### src/rtl/cam_forwarder_multi.sv
// Forwarding window in front of a CAM lookup: tracks the last DEPTH write/delete ops still in flight
// and corrects a lookup whose key matches one of them (newest matching op wins).
module cam_forwarder_multi #(
  parameter int DATA_WIDTH   = 4,
  parameter int KEY_WIDTH    = 2,
  parameter int DEPTH        = 2,
  parameter int REGISTER_OUT = 0,
  parameter int COUNT_WIDTH  = 16,
  localparam int HW          = (DEPTH > 1) ? $clog2(DEPTH) : 1
) (
  input  logic                   clk,
  input  logic                   reset,
  input  logic                   clk_en,
  input  logic                   flush_i,
  input  logic [KEY_WIDTH-1:0]   new_key_i,
  input  logic [DATA_WIDTH-1:0]  new_data_i,
  input  logic                   new_valid_i,
  input  logic [KEY_WIDTH-1:0]   forward_key_i,
  input  logic [DATA_WIDTH-1:0]  forward_data_i,
  input  logic                   forward_write_i,
  input  logic                   forward_del_i,
  output logic [DATA_WIDTH-1:0]  corrected_data_o,
  output logic                   correct_valid_o,
  output logic                   forward_hit_o,
  output logic [HW-1:0]          hit_depth_o,
  output logic [COUNT_WIDTH-1:0] hit_count_o
);

  logic [KEY_WIDTH-1:0]  key_q   [DEPTH];
  logic [DATA_WIDTH-1:0] data_q  [DEPTH];
  logic                  write_q [DEPTH];
  logic                  del_q   [DEPTH];

  logic [DEPTH-1:0]      match;
  logic                  comb_hit;
  logic [HW-1:0]         comb_idx;
  logic [DATA_WIDTH-1:0] comb_data;
  logic                  comb_valid;

  // Flush only clears the op bits; stale key/data left behind are harmless once inactive.
  always_ff @(posedge clk) begin
    if (reset) begin
      for (int i = 0; i < DEPTH; i++) begin
        key_q[i]   <= '0;
        data_q[i]  <= '0;
        write_q[i] <= 1'b0;
        del_q[i]   <= 1'b0;
      end
    end else if (flush_i) begin
      for (int i = 0; i < DEPTH; i++) begin
        write_q[i] <= 1'b0;
        del_q[i]   <= 1'b0;
      end
    end else if (clk_en) begin
      for (int i = 1; i < DEPTH; i++) begin
        key_q[i]   <= key_q[i-1];
        data_q[i]  <= data_q[i-1];
        write_q[i] <= write_q[i-1];
        del_q[i]   <= del_q[i-1];
      end
      key_q[0]   <= forward_key_i;
      data_q[0]  <= forward_data_i;
      write_q[0] <= forward_write_i;
      del_q[0]   <= forward_del_i;
    end
  end

  // An entry only counts when exactly one of write/del is set.
  always_comb begin
    match = '0;
    for (int i = 0; i < DEPTH; i++) begin
      match[i] = (write_q[i] ^ del_q[i]) && (key_q[i] == new_key_i);
    end
  end

  // Scan oldest to newest so the lowest matching index is the last assignment and wins.
  always_comb begin
    comb_hit   = 1'b0;
    comb_idx   = '0;
    comb_data  = new_data_i;
    comb_valid = new_valid_i;
    for (int i = DEPTH - 1; i >= 0; i--) begin
      if (match[i]) begin
        comb_hit   = 1'b1;
        comb_idx   = HW'(i);
        comb_data  = write_q[i] ? data_q[i] : new_data_i;
        comb_valid = write_q[i];
      end
    end
  end

  always_ff @(posedge clk) begin
    if (reset) begin
      hit_count_o <= '0;
    end else if (clk_en && comb_hit && (hit_count_o != {COUNT_WIDTH{1'b1}})) begin
      hit_count_o <= hit_count_o + 1'b1;
    end
  end

  generate
    if (REGISTER_OUT != 0) begin : g_reg_out
      always_ff @(posedge clk) begin
        if (reset) begin
          corrected_data_o <= '0;
          correct_valid_o  <= 1'b0;
          forward_hit_o    <= 1'b0;
          hit_depth_o      <= '0;
        end else if (clk_en) begin
          corrected_data_o <= comb_data;
          correct_valid_o  <= comb_valid;
          forward_hit_o    <= comb_hit;
          hit_depth_o      <= comb_idx;
        end
      end
    end else begin : g_comb_out
      always_comb begin
        corrected_data_o = comb_data;
        correct_valid_o  = comb_valid;
        forward_hit_o    = comb_hit;
        hit_depth_o      = comb_idx;
      end
    end
  endgenerate

endmodule

### config.mk
export PLATFORM = sky130hd
export DESIGN_NAME = cam_forwarder_multi
export DESIGN_NICKNAME = d
export VERILOG_FILES = /design/src/rtl/cam_forwarder_multi.sv
export SDC_FILE = /design/constraint.sdc
export NUM_CORES = 1
export LEC_CHECK = 0
export CAP_MARGIN = 20
export CORE_UTILIZATION = 52
export DETAILED_ROUTE_END_ITERATION = 16
export PLACE_DENSITY = 0.84
export SKIP_CTS_REPAIR_TIMING = 1
export SYNTH_ARGS = -nofsm -noshare
export SYNTH_HDL_FRONTEND = slang
export SYNTH_SLANG_ARGS = --single-unit
### constraint.sdc
create_clock -name clk -period 4.7 [get_ports clk]
set_clock_uncertainty 0.2 [all_clocks]
set_input_delay 0.94 -clock clk [delete_from_list [all_inputs] [get_ports clk]]
set_output_delay 0.94 -clock clk [all_outputs]
set_load 0.01 [all_outputs]
* Yosys cells after proc, flatten, opt, wreduce, memory -nomap -nowiden
Memory sizes are Yosys's and may differ from the RTL's.
Index checks and enable logic that the tools add are counted.
** Word-level totals
- Bits in registers :: 16
- Memory bits (writable) :: 16
- Bits of input ports :: 19
- Output and inout port bits :: 23
- Memories kept :: 4
** Operators by class
- Add/subtract/negate cells :: 1
- Equal/unequal tests :: 3
- Muxes and demuxes :: 30
- Bitwise operators :: 14
- Reductions and logical operators :: 4
** Memories
- data_q :: words 2, width 4, rd ports 2, clocked after memory_dff 0, write ports 2, line 30 : logic [DATA_WIDTH-1:0] data_q [DEPTH];
- key_q :: words 2, width 2, rd ports 2, clocked after memory_dff 0, write ports 2, line 29 : logic [KEY_WIDTH-1:0] key_q [DEPTH];
- del_q :: words 2, width 1, rd ports 2, clocked after memory_dff 0, write ports 2, line 32 : logic del_q [DEPTH];
- write_q :: words 2, width 1, rd ports 2, clocked after memory_dff 0, write ports 2, line 31 : logic write_q [DEPTH];
** Operator list (number)
- $mux W4 :: 6
- $mux W1 :: 22
- $add A16 B1 Y16 const B :: 1
- $ne A16 B16 Y1 const B :: 1
- $or A1 B1 Y1 :: 12
- $eq A2 B2 Y1 :: 2
- $logic_and A1 B1 Y1 :: 4
- $mux W2 :: 2
- $xor A1 B1 Y1 :: 2

* Depth between registers and ports, before layout
- Word-level depth :: 6
- Gate-level depth with buffers :: 8
- Mapped depth without buffers :: 6

* Least setup slack after synthesis
OpenSTA, ideal clock, no wires.
- Kind :: input port to output port
- Start point :: in new_key_i[0]
- End point :: out corrected_data_o[0]
- Data arrival time :: 2.037 ns
- Path slack :: 1.523 ns
- Cell stages on the path :: 6
- Buffers on the path :: 1
- Path through :: xor2_1 -> nor3_4 -> and2_0 -> clkbuf_1 -> nor2_1 -> a21o_1
** On the way
- Longest elaborated chain between the ends :: 4
** Ends and longest elaborated chain
- start: declaration :: line 15 : input logic [KEY_WIDTH-1:0] new_key_i,
- $eq A2 B2 Y1 :: line 72 : match[i] = (write_q[i] ^ del_q[i]) && (key_q[i] == new_key_i);
- $logic_and A1 B1 Y1 :: line 72
- $mux W4 :: line 83 : if (match[i]) begin
- $mux W4 * :: line 83
- end: declaration :: line 22 : output logic [DATA_WIDTH-1:0] corrected_data_o,
Every way passes the cells marked *; elsewhere a longest branch is shown, timed or not.

* Worst setup path in the final report
- Start point :: in new_key_i[0]
- End point :: out corrected_data_o[1]
Same word-level chain as after synthesis.

==> results_dict.tcl <==
set metrics [dict create \
    status "finished clean" \
    worstPathMaxFanout 5 \
    p_leak_nw 0.7516 \
    dr.pass1.iters 4 \
    grt_max_degree 23 \
    clk_pin_slew_worst_paths_ns 0.09 \
    syn-cell-area_mm2 0.001658 \
    antenna_found_initial 0 \
    synth_edf_count 16 \
    p_seq_share_pct 59.7 \
    path_class "in2out" \
    grt_overflow 0 \
    most-common-layout-cells "clkdlybuf4s50_1 (41), and2_1 (16), edfxtp_1 (16), dfxtp_1 (16), a21oi_1 (11)" \
    dieArea_mm2 0.003418 \
    rows 20 \
    n_antenna_cell 0 \
    num_io_pins 42 \
    fill_cells 251 \
    cellPowerDensity_mw_per_mm2 243.2 \
    syn_avg_cell_area_um2 10.43 \
    synthAdderAreaFrac_pct 0.7547 \
    clock-sinks 32 \
    synth_xor_area_share_pct 3.698 \
    cp_data_arrival_time_ns 3.20 \
    worst_slew_pin_slew_ns 0.7831 \
    syn_nets 179 \
    ys_ff_latch 32 \
    slew_headroom_pct 47.64 \
    wl_mm 3.510 \
    finalCritPeriodShare_pct 92.29 \
    slew_violations 0 \
    drtAntennaViolNets 0 \
    portBuffers 41 \
    clk_path_buf_depth 2 \
    ctsHtreeMaxLevel 2 \
    cts_made_buffers 5 \
    synth.distinct_cells 40 \
    die_height_um 58.47 \
    timing.final.ws_setup_ns 0.3626 \
    fmax_mhz 230.6 \
    initial_utilization_pct 54.75 \
    hp-class "reg2reg" \
    min_period_ns 4.337 \
    die_x_um 58.47 \
    vias 1308 \
    postSynthCellCount 159 \
    grt_pass1_vias 1250 \
    syn_to_final_growth_pct 28.23 \
    synth_mux_area_share_pct 3.698 \
    routed_via_density 5.296 \
    routabilityCongestion 0.7513 \
    grt_first_pass_wirelength_mm 5.685 \
    drive_gt1_share_pct 11.33 \
    cap_violations 0 \
    synth-simple-area-share_pct 25.36 \
    startpoint_type "input port" \
    detailedPlace.worstSlack_ns 0.3567 \
    synth_seq_area_share_pct 48.30 \
    finalHoldViolations 0 \
    synth_top_family_by_area "simple AND/OR/NAND/NOR gates" \
    cts-root-buf "clkbuf_4" \
    ir_drop_uv 191.1 \
    groute.usage.overall_pct 22.55 \
    post-route-drc-count 0 \
    pwr-share-clk_pct 28.3 \
    synth-compound-area-share_pct 13.58 \
    setup-violations-final 0 \
    final_common_cell "clkdlybuf4s50_1" \
    power.net_switching_w 0.0001251 \
    async_flop_share_pct 0 \
    cp-end-kind "primary output" \
    power_switching_share_pct 24.20 \
    drt_iter0_markers 34 \
    required_ns 3.56 \
    cts_tree "yes" \
    final.setup.tns_ns 0 \
    combPwrFrac_pct 12.0 \
    dp_hpwl_mm 2.600 \
    wire_per_inst_um 14.21 \
    clk_latency_ns 0.34 \
    num-nets-final 222 \
    yosys_warnings 0 \
    yosys_most_used_dff "edfxtp_1" \
    rsz0062_at_grt "no" \
    cellInternalPower_w 0.0003919 \
    core_mm2 0.003028 \
]
layout make-up:
cell class                 instances  area, µm²  share of cell area [%]
sequential                        32      800.8                   37.67
clock inverter                     2      7.507                  0.3531
clock buffer                       6      41.29                   1.942
tap                               44      55.05                   2.590
multi-input combinational        115      780.7                   36.73
inverter                           6      22.52                   1.059
timing repair buffer              42      417.9                   19.66
cells by family after synthesis:
kind of cell               Yosys count
xor gates and xnor gates             7
buffers and inverters               12
muxes                                5
adders and majority gates            1
AOI/OAI and AO/OA                   35
DFF                                 32
and+or+nand+nor                     67
sequential cells by signal, indices dropped and copies added, names as in the netlist:
register and cells:
key_q 4, hit_count_o 16, write_q 2, data_q 8, del_q 2
routing by layer:
metal,track usage (%),up-vias,routed length [µm]
li1,-,670,-
met1,26.32,594,1534
met2,40.39,35,1767
met3,5.934,9,156
met4,7.143,0,52
met5,0,-,0
power by group through the flow:
stage / logic, W / registers, W / clock network [W]
after floorplan: 0.0000335 / 0.000314 / 0
after global placement: 0.0000596 / 0.000315 / 0
after detailed placement: 0.0000620 / 0.000316 / 0
after CTS: 0.0000624 / 0.000309 / 0.000149
after global routing: 0.0000671 / 0.000310 / 0.000161
final: 0.0000618 / 0.000309 / 0.000146
Yosys cell counts (3+ instances only):
library cell  number  area share (%)
nand2_1            5             1.1
edfxtp_1          16              29
xnor2_1            3             1.6
nor2_1             9             2.0
a22o_1             4             2.1
nand4_1            4             1.5
and2_1            16             6.0
o21ai_0            7             2.1
or3_2              6             2.7
a21o_1             5             2.3
dfxtp_1           16              19
clkbuf_1           3            0.68
o31ai_1            5             2.3
inv_1              6             1.4
a21oi_1           11             3.3
or4_1              6             2.7
nand3_1            4             1.2
xor2_1             4             2.1
worst max-delay path, stage by stage:
cell             delay [ns]
clkdlybuf4s50_1        0.46
xnor2_1                0.24
nand3_1                0.20
nor3b_1                0.51
nor2_1                 0.16
a21o_1                 0.21
clkdlybuf4s50_1        0.47
through the flow:
stage	std cells	area [µm²]	total power (W)	hold WS (ns)	utilization, %
CTS	247	2126	0.0005206	0.3161	70.21
finish	247	2126	0.0005171	0.3107	70.21
floorplan	159	1658	0.0003471	0.3080	-
global route	247	2126	0.0005382	0.3533	70.21
detailed placement	239	2077	0.0003776	0.3008	68.60
global placement	239	2077	0.0003746	0.2785	68.60
final timing paths:
| kind | startpoint | slack [ns] | cells after the start | endpoint |
|---|---|---|---|---|
| hold reg to reg | hit_count_o[7] | 0.31 | 2 | hit_count_o[7] |
| setup / recovery | new_key_i[0] | 0.36 | 7 | corrected_data_o[1] |
| hold / removal | hit_count_o[7] | 0.31 | 2 | hit_count_o[7] |
| setup reg to reg | hit_count_o[0] | 2.15 | 6 | hit_count_o[11] |
Note: power is estimated with default switching activity, not from simulation.
==> patch 1, RTL diff (same settings) <==
Change the parameter `REGISTER_OUT` from 0 to 1.
--- a/src/rtl/cam_forwarder_multi.sv
+++ b/src/rtl/cam_forwarder_multi.sv
@@ -5,5 +5,5 @@
   parameter int KEY_WIDTH    = 2,
   parameter int DEPTH        = 2,
-  parameter int REGISTER_OUT = 0,
+  parameter int REGISTER_OUT = 1,
   parameter int COUNT_WIDTH  = 16,
   localparam int HW          = (DEPTH > 1) ? $clog2(DEPTH) : 1
Function: changed (a bounded check fails within 4 cycles, from zero or initial values and one cycle with reset high).
==> patch 1 against the unedited design <==
  * Die area grew 14%
  * Sequential cell count is 7 higher
  * Synthesized cell count up 18%
  * Synthesized area rose by 14%
  * Setup slack gained 1200 ps
  * Sequential power increased by 22%
  * Power grew 20%
  * Critical path depth is 1 lower
  * First-iteration DRC count grew 120%
  * Fmax is 40% higher
  * Cell area increased by 11%
  * Via count rose by 16%
  * Routed wire length increased by 6.0%
  * Critical endpoint is now hit_count_o[11]
  * Largest cell class unchanged
  * Largest power group unchanged
==> patch 1: results <==
[grt]
first_global_vias = 1393
grt_pass1_wl_microns = 6527
grtUsageTotal_pct = 21.66
grt_max_degree = 29

[clock_tree]
clk_pin_slew_ps = 120

[layout]
nFillCells = 271
reg.largest.list = "hit_count_o x16, data_q x8"
nNetsFinal = 248
drive_gt1_share_pct = 7.424

[yosys]
yosys.area_share.xor_xnor_pct = 3.234
synth_adder_area_share_pct = 0.6601
synth_compound_area_share_pct = 12.67
synth_mux_area_share_pct = 4.950
avgSynthCellArea_sq_um = 10.08
ys_seq_area_share_pct = 49.64
synth_common_cells = "dfxtp_1 (23), and2_1 (16), edfxtp_1 (16), a21oi_1 (13), nor2_1 (12)"
synth_area_leaders = "edfxtp_1 (25%), dfxtp_1 (24%), and2_1 (5.3%)"

[sta]
max-slew-margin-rel_pct = 31.97
setup_ws_ps = 1606

[min_path]
holdPathEnd = "correct_valid_o"
hold_start = "correct_valid_o"

[outcome]
status = "complete, no violations"

[placed_design]
dp_slack_ps = 1243

[routing]
drt_iter0_drc = 75
via_per_inst = 5.535

[power]
p_leak_nw = 0.8059
ir_drop_uv = 190.4

[setup_path]
reg2regPathDepth = 5
cp_top_family = "simple AND/OR/NAND/NOR gates"
crit_fanout = 28
rr_startpoint = "write_q[0][0]"
patch 1: cell types whose count changed in the layout (fill, tap and decap cells not counted), sizes merged, moves of 5 or more:
cell	before	now
nand2	5	10
dfxtp	16	23
nor3	4	10
a21o	5	0
patch 1: where the power goes:
group | switching, mW | internal (mW)
sequential | 0.00904 | 0.367
clock | 0.115 | 0.0571
combinational | 0.0352 | 0.0370
patch 1: logic make-up (layout without fill, tap and decap cells):
family	after synthesis	in the layout
AOI/OAI and AO/OA	37	37
xor gates and xnor gates	7	7
adders and majority gates	1	1
buffers and inverters	12	53
DFF	39	39
muxes	9	9
and+or+nand+nor	83	83
patch 1: worst max path at each step:
stage | endpoint | startpoint
floorplan | data_q[0][0] | reset
global placement | hit_count_o[11] | new_key_i[0]
detailed placement | hit_count_o[11] | new_key_i[0]
CTS | hit_count_o[11] | new_key_i[0]
global route | hit_count_o[11] | new_key_i[0]
finish | hit_count_o[11] | new_key_i[0]
patch 1: final cells by class:
cell class / count / area [sq um] / share of cell area (%)
multi-input combinational: 137 / 879.6 / 37.14
tap: 46 / 57.56 / 2.430
clock inverter: 3 / 20.02 / 0.8452
inverter: 2 / 7.507 / 0.3170
timing repair buffer: 43 / 425.4 / 17.96
clock buffer: 5 / 37.54 / 1.585
sequential: 39 / 940.9 / 39.73
patch 1: metrics by stage:
stage	instance area, sq um	total power, mW	utilization, %	hold slack [ps]
after floorplan	1896	0.4248	-	284.1
after global placement	2311	0.4534	67.66	266.1
after detailed placement	2311	0.4554	67.66	266.1
after CTS	2369	0.6235	69.34	285.1
after global routing	2369	0.6530	69.34	334.2
final	2369	0.6197	69.34	282.1
patch 1: worst min-delay path: cells and delay by family, from the launching register on:
kind | cells | cell delay, ps
compound gates | 1 | 50
flops | 1 | 340
simple gates | 1 | 60
patch 1: per-layer routing:
metal  part of all wire, %  global-route usage, %
met1                    49                  30.93
met4                   2.9                  13.95
met2                    42                  29.81
met3                   6.0                  4.197
met5                     0                      0
==> patch 2, RTL diff (config.mk and constraints unchanged) <==
Without the edit above. Make the reset (`reset`) asynchronous in 3 clocked blocks.
--- a/src/rtl/cam_forwarder_multi.sv
+++ b/src/rtl/cam_forwarder_multi.sv
@@ -39,5 +39,5 @@
 
   // Flush only clears the op bits; stale key/data left behind are harmless once inactive.
-  always_ff @(posedge clk) begin
+  always_ff @(posedge clk or posedge reset) begin
     if (reset) begin
       for (int i = 0; i < DEPTH; i++) begin
@@ -90,5 +90,5 @@
   end
 
-  always_ff @(posedge clk) begin
+  always_ff @(posedge clk or posedge reset) begin
     if (reset) begin
       hit_count_o <= '0;
@@ -100,5 +100,5 @@
   generate
     if (REGISTER_OUT != 0) begin : g_reg_out
-      always_ff @(posedge clk) begin
+      always_ff @(posedge clk or posedge reset) begin
         if (reset) begin
           corrected_data_o <= '0;
Formal check against the unedited RTL: differs if reset is asserted again (counterexample within 4 cycles, from zero or initial values and one cycle with reset high); with reset held inactive, the same outputs for 10 cycles.
==> patch 2 against the unedited design <==
  * The flow now finishes with violations (design-rule violations)
  * Synthesized area is 3.4% lower
  * Cell count is 13% lower
  * Setup slack better by 240 ps
  * Sequential cell count stayed put
  * Critical endpoint is now corrected_data_o[2]
  * Cell area is 1.8% lower
  * Routed wire length is 11% lower
Power is not compared: it rests on default switching activity, and its combinational part moved more than twofold at a synthesized area within 25%.
==> patch 2: results <==
[sta]
max-slew-margin-rel_pct = 34.01
finalSetupTns_ps = 0

[grt]
grtUsageTotal_pct = 21.77
grt_max_degree = 33
antenna_found_initial = 0
grt_pass1_wl_microns = 5333

[placed_design]
gp_congestion = 0.7434
io_buffers = 41
dp_hpwl_microns = 2343

[yosys]
synth.distinct_cells = 31
yosysWarnings = 0
synth_common_cells = "dfrtp_1 (32), mux2_2 (14), xnor2_1 (13), nand2_1 (10)"
syn_nets = 159
synthArstFlopShare_pct = 100.0
synth_area_leaders = "dfrtp_1 (50%), mux2_2 (9.8%), xnor2_1 (7.1%)"
ys_seq_area_share_pct = 50.00
ys.flop_type = "dfrtp_1"

[clock_tree]
cts_buffers = 5
insertion_delay_ps = 330
cts_root_buffer = "clkbuf_4"
htreeDepth = 2
clk_pin_slew_ps = 90
cts.path.max_buffers = 2

[layout]
nNetsFinal = 204
diodes = 0
reg.largest.list = "hit_count_o x16, data_q x8, key_q x4"
drive_gt1_share_pct = 14.13
nFillCells = 193

[routing]
drt_iter0_drc = 48
first_pass_iters = 10
drc = 3
wl_per_cell_microns = 14.60
dr_total_vias = 1236

[outcome]
violations = "design-rule violations"
status = "complete, but fails checks"

[power]
ir_drop_uv = 238.9
p_leak_nw = 0.9181

[setup_path]
crit_fanout = 5
worstPathArrival_ps = 2950

[min_path]
hold_path_class = "register to register"
[patch 2: cell types whose count changed after synthesis, moves of 6 or more]
cell      change
dfrtp_1      +32
dfxtp_1      -16
edfxtp_1     -16
and2_1       -14
mux2_2       +13
a21oi_1      -10
xnor2_1      +10
o21ai_0       -6
or3_2         -6
or4_1         -6
[patch 2: worst max-delay path: stages]
cell             delay (ps)
clkdlybuf4s50_1         510
xnor2_1                 140
nand3_1                 190
and3_1                  270
nor2_1                  210
a21o_1                  150
clkdlybuf4s50_1         530
[patch 2: layout make-up]
| type | count | share of cell area [%] |
|---|---|---|
| Tap cell | 31 | 1.859 |
| Multi-Input combinational cell | 102 | 37.35 |
| Clock inverter | 1 | 0.2398 |
| Sequential cell | 32 | 38.37 |
| Timing Repair Buffer | 42 | 20.02 |
| Inverter | 1 | 0.1799 |
| Clock buffer | 6 | 1.978 |
[patch 2: per-stage QoR]
stage | std cells | setup WS (ps) | area, sq um | total power [mW] | hold slack (ps)
6_report | 215 | 607.6 | 2087 | 0.6298 | 319.3
5_1_grt | 215 | 454.3 | 2087 | 0.6638 | 343.3
4_1_cts | 215 | 596.8 | 2087 | 0.6382 | 322.1
3_5_place_dp | 208 | 603.7 | 2041 | 0.4944 | 301.2
3_3_place_gp | 208 | 644.3 | 2041 | 0.4846 | 290.5
2_1_floorplan | 139 | 1706 | 1602 | 0.4198 | 281.6
[patch 2: path summary, 6_finish.rpt]
check / from / endpoint / slack (ps) / cells past startpoint
worst max-delay path: new_key_i[0] / corrected_data_o[2] / 610 / 7
worst min-delay path: data_q[2] / data_q[2] / 320 / 1
worst max register to register: hit_count_o[0] / hit_count_o[6] / 2210 / 6
worst min register to register: data_q[2] / data_q[2] / 320 / 1
max in group asynchronous: reset / hit_count_o[10] / 3240 / 3
min in group asynchronous: reset / hit_count_o[1] / 780 / 3
[patch 2: logic make-up after synthesis]
kind of cell	count (synthesis)	synth area share [%]
compound gates	13	6.172
simple gates	50	18.20
xor+xnor	18	9.844
buf+inv	5	1.328
flops	32	50.00
mux	20	13.67
fa+ha+maj	1	0.7811
[patch 2: metal layers]
layer  track usage [%]  routed length [microns]
met1             26.61                     1350
met2             34.88                     1573
met3             5.669                      124
met4             12.54                       89
met5                 0                        0
[patch 2: where the power goes]
group          total (mW)  internal [mW]  leakage (nW)  switching [mW]
clock               0.143         0.0549        0.0281          0.0885
combinational       0.144         0.0854         0.476          0.0589
sequential          0.342          0.310         0.414          0.0325
